==> config.mk <==
export PLATFORM = sky130hd
export DESIGN_NAME = serial_magnitude_comparator
export DESIGN_NICKNAME = d
export VERILOG_FILES = /design/src/rtl/serial_magnitude_comparator.sv
export SDC_FILE = /design/constraint.sdc
export NUM_CORES = 1
export LEC_CHECK = 0
export BUFFER_PORTS_ARGS = -buffer_cell sky130_fd_sc_hd__buf_2
export CAP_MARGIN = 20
export CORE_MARGIN = 3
export CORE_UTILIZATION = 44
export CTS_CLUSTER_DIAMETER = 50
export DETAILED_ROUTE_END_ITERATION = 10
export PLACE_DENSITY = 0.66
export SYNTH_ARGS = -nofsm -noshare
export SYNTH_HDL_FRONTEND = slang
export SYNTH_SLANG_ARGS = --single-unit
export TNS_END_PERCENT = 100
==> constraint.sdc <==
create_clock -name clk -period 1.9 [get_ports clk]
set_clock_uncertainty 0.1 [all_clocks]
set_input_delay 0.38 -clock clk [delete_from_list [all_inputs] [get_ports clk]]
set_output_delay 0.38 -clock clk [all_outputs]
set_load 0.1 [all_outputs]
==> src/rtl/serial_magnitude_comparator.sv <==
// Bit-serial unsigned magnitude comparator, MSB first, one bit per clock.
// start/done handshake; L_T/G_T/E carry the same meaning as the combinational comparator.
module serial_magnitude_comparator #(
    parameter int N          = 8,
    parameter bit EARLY_EXIT = 1'b1
) (
    input  logic         clk,
    input  logic         rst_n,
    input  logic         start,
    input  logic [N-1:0] A,
    input  logic [N-1:0] B,
    output logic         busy,
    output logic         done,
    output logic         L_T,
    output logic         G_T,
    output logic         E
);

    localparam int IW = (N > 1) ? $clog2(N) : 1;

    typedef enum logic [1:0] {
        S_IDLE    = 2'd0,
        S_COMPARE = 2'd1,
        S_DONE    = 2'd2
    } state_e;

    typedef struct packed {
        logic l_t;
        logic g_t;
        logic e;
    } flags_t;

    state_e          state_q, state_d;
    logic [N-1:0]    a_q, a_d;
    logic [N-1:0]    b_q, b_d;
    logic [IW-1:0]   idx_q, idx_d;
    logic            dec_q, dec_d;
    logic            dir_q, dir_d;
    flags_t          flags_q, flags_d;

    logic            a_bit;
    logic            b_bit;
    logic            last_bit;

    assign a_bit    = a_q[idx_q];
    assign b_bit    = b_q[idx_q];
    assign last_bit = (idx_q == '0);

    always_comb begin
        state_d = state_q;
        a_d     = a_q;
        b_d     = b_q;
        idx_d   = idx_q;
        dec_d   = dec_q;
        dir_d   = dir_q;
        flags_d = flags_q;

        case (state_q)
            S_IDLE: begin
                if (start) begin
                    state_d = S_COMPARE;
                    a_d     = A;
                    b_d     = B;
                    idx_d   = IW'(N - 1);
                    dec_d   = 1'b0;
                    dir_d   = 1'b0;
                    flags_d = '0;
                end
            end

            S_COMPARE: begin
                if (EARLY_EXIT) begin
                    if (a_bit != b_bit) begin
                        flags_d.g_t = a_bit;
                        flags_d.l_t = b_bit;
                        state_d     = S_DONE;
                    end else if (last_bit) begin
                        flags_d.e = 1'b1;
                        state_d   = S_DONE;
                    end else begin
                        idx_d = idx_q - IW'(1);
                    end
                end else begin
                    // Only the most significant difference matters; later bits are ignored.
                    if (!dec_q && (a_bit != b_bit)) begin
                        dec_d = 1'b1;
                        dir_d = a_bit;
                    end
                    if (last_bit) begin
                        state_d = S_DONE;
                        if (dec_d) begin
                            flags_d.g_t = dir_d;
                            flags_d.l_t = ~dir_d;
                        end else begin
                            flags_d.e = 1'b1;
                        end
                    end else begin
                        idx_d = idx_q - IW'(1);
                    end
                end
            end

            S_DONE: begin
                state_d = S_IDLE;
            end

            default: begin
                state_d = S_IDLE;
            end
        endcase
    end

    always_ff @(posedge clk or negedge rst_n) begin
        if (!rst_n) begin
            state_q <= S_IDLE;
            a_q     <= '0;
            b_q     <= '0;
            idx_q   <= '0;
            dec_q   <= 1'b0;
            dir_q   <= 1'b0;
            flags_q <= '0;
        end else begin
            state_q <= state_d;
            a_q     <= a_d;
            b_q     <= b_d;
            idx_q   <= idx_d;
            dec_q   <= dec_d;
            dir_q   <= dir_d;
            flags_q <= flags_d;
        end
    end

    // Handshake outputs decode straight from the state so reset clears them without an edge.
    assign busy = (state_q != S_IDLE);
    assign done = (state_q == S_DONE);
    assign L_T  = flags_q.l_t;
    assign G_T  = flags_q.g_t;
    assign E    = flags_q.e;

endmodule

==> metrics.yaml <==
cp_top_family: "multiplexers"
track_usage_pct: 15.1
synth_largest_area_cell: "dfrtp_1"
drtAntennaViolNets: 0
route.detailed.drc: 0
htree_num_levels: 1
setup_violations: 3
overflow: 0
min_period_over_period_pct: 102
gp_congestion: 0.756
ir_drop_uv: 1330
yosys_warnings: 0
hp-class: "in2reg"
cp_slowest_cell: "mux4_2"
clk_path_buf_depth: 2
nFillCells: 206
synthCells: 118
slowest_delay_ns: 0.54
grt_pass1_wl_microns: 3860
outcome: "complete, but fails checks"
critPathBufInv: 0
portBuffers: 23
violations: "setup timing"
grt_pass1_vias: 875
rsz0062_at_grt: "yes"
dp_hpwl_microns: 1610
clk_latency_ns: 0.31
path_clk_slew_ns: 0.12
startpoint_type: "register"
timing.final.ws_setup_ns: -0.0359
synth_seq_cells: 24
arrival_ns: 2.08
drive_gt1_share_pct: 32.9
gr-usage-met2_pct: 25.2
placed_area_sq_um: 1340
first_pass_iters: 4
drv_slew: 0
diodes: 0
crit_fanout: 5
endpoint: "idx_q[0]$_DFFE_PN0P_"
finalNetCount: 172
yosysUniqueCellTypes: 23
syn_to_final_growth_pct: 24.0
r2r_slack_ns: -0.04
busiest_layer: "met2"
finalPower_mw: 2.77
hold_viol_final: 0
use_met1_pct: 19.7
synth_top_cell_area_share_pct: 52.9
numCtsBuffers: 3
reg2reg_depth: 5
die_x_microns: 56.8
crit_required_ns: 2.04
ioPinCount: 24
initial_core_util_pct: 49.0
placeableCoreArea_sq_um: 2320
final_cell_mix: "51 x nand2_1, 23 x dfrtp_1, 23 x buf_2"
vias: 880
crit_cells: 5
drt-total-wl_microns: 2130
r2r-start: "idx_q[0]$_DFFE_PN0P_"
syn_area_sq_um: 1140
clock-sinks: 24
num_rows: 17
relSlewSlack_pct: 64.9
crit_chain: "mux4_2, mux2i_4, xnor2_2, and3_4, mux2i_1"
worstSetupEndpointType: "register"
finalCriticalPeriod_ns: 1.94
design_area_sq_um: 1410
synth-seq-area-share_pct: 52.9
die_area_sq_um: 3230
yosys-top-cells-area: "dfrtp_1 53%, nand2_1 17%, mux4_2 7.9%"
holdWs_ns: 0.150
worstReg2RegEnd: "idx_q[0]$_DFFE_PN0P_"
grt_use_met3_pct: 2.07
path_class: "reg2reg"
routedWlPerCell_microns: 12.1
drtIter0Drc: 16
grt_max_degree: 25
final_common_cell: "nand2_1"
syn_area_per_cell_sq_um: 9.63
fp.dieH_microns: 56.8
cts_tree: "built"
maxCapViolations: 0
cts_root_buf: "clkbuf_4"
pwr_density_cell_nw_per_um2: 1970
syn_nets: 139
worst_slew_pin_slew_ns: 0.527
leakage_nw: 0.729
cp-startpoint: "idx_q[0]$_DFFE_PN0P_"
max_freq_mhz: 517
antenna_found_initial: 0
via_per_inst: 4.97
worst min-delay path: stages:
cell,delay [ns]
buf_2,0.08
nand2_1,0.04
nand2_1,0.04
where the power goes:
group	internal [mW]	total [mW]	switching, mW
logic	0.752	1.65	0.893
registers	0.743	0.913	0.170
clock network	0.0741	0.216	0.142
metal layers:
layer / vias to the layer above / wire (microns)
met3: 2 / 96
met5: - / 0
met1: 417 / 929
met4: 0 / 17
met2: 19 / 1090
li1: 442 / -
layout make-up:
cell class                      count  area, sq um  area share, %
Sequential cell                    24          602           42.7
Inverter                            3         11.3          0.799
Multi-Input combinational cell     86          546           38.7
Timing Repair Buffer               33          193           13.7
Clock buffer                        3         22.5           1.60
Tap cell                           28         35.0           2.49
cell usage after synthesis (all sizes together):
cell	n
a41oi	1
a21oi	3
nor2	6
dfrtp	24
nor3b	1
clkbuf	4
inv	3
o21ai	2
mux2i	4
buf	1
nand2	51
xnor2	1
or2	1
a211oi	1
ha	2
nor2b	2
and2	3
nand2b	2
mux4	4
o22ai	1
and3	1
flip-flops by register name, indices dropped and copies added, names as in the netlist:
signal   flops
idx_q        3
L_T          1
b_q          8
state_q      2
a_q          8
G_T          1
E            1
worst min path at each step:
stage / start / end / slack, ns / depth (start not counted)
floorplan: rst_n / E$_DFFE_PN0P_ / -0.02 / 0
global placement: rst_n / state_q[1]$_DFFE_PN0P_ / 0.29 / 1
detailed placement: rst_n / state_q[0]$_DFFE_PN0P_ / 0.30 / 1
CTS: B[6] / b_q[6]$_DFFE_PN0P_ / 0.14 / 3
global route: A[0] / a_q[0]$_DFFE_PN0P_ / 0.14 / 3
finish: B[2] / b_q[2]$_DFFE_PN0P_ / 0.15 / 3
timing repair:
| action | in CTS | in global routing |
|---|---|---|
| hold endpoints to repair | 24 | 0 |
| endpoints found under the setup margin | 8 | 6 |
| gates resized for setup | 1 | 3 |
| gates cloned | 0 | 0 |
| setup buffers | 2 | 1 |
| pin swaps | 1 | 1 |
| hold buffers | 1 | 0 |
through the flow:
stage | TNS [ns] | cells | utilization [%] | worst slack [ns]
floorplan | 0 | 118 | - | 0.00812
detailed placement | -0.570 | 170 | 57.6 | -0.164
global route | -0.644 | 177 | 60.8 | -0.180
finish | -0.0969 | 177 | 60.8 | -0.0359
global placement | -0.260 | 170 | 57.6 | -0.0921
CTS | -0.137 | 176 | 59.7 | -0.0604
cell families (layout without fill, tap and decap cells):
group                      after synthesis  in the layout  synth area share (%)
muxes                                    8              8                  11.8
xor gates and xnor gates                 1              1                 0.771
and+or+nand+nor                         67             67                  24.9
AOI/OAI and AO/OA                        8              8                  4.19
adders and majority gates                2              2                  2.20
DFF                                     24             24                  52.9
buffers and inverters                    8             39                  3.30
(Power assumes the default switching activity.)
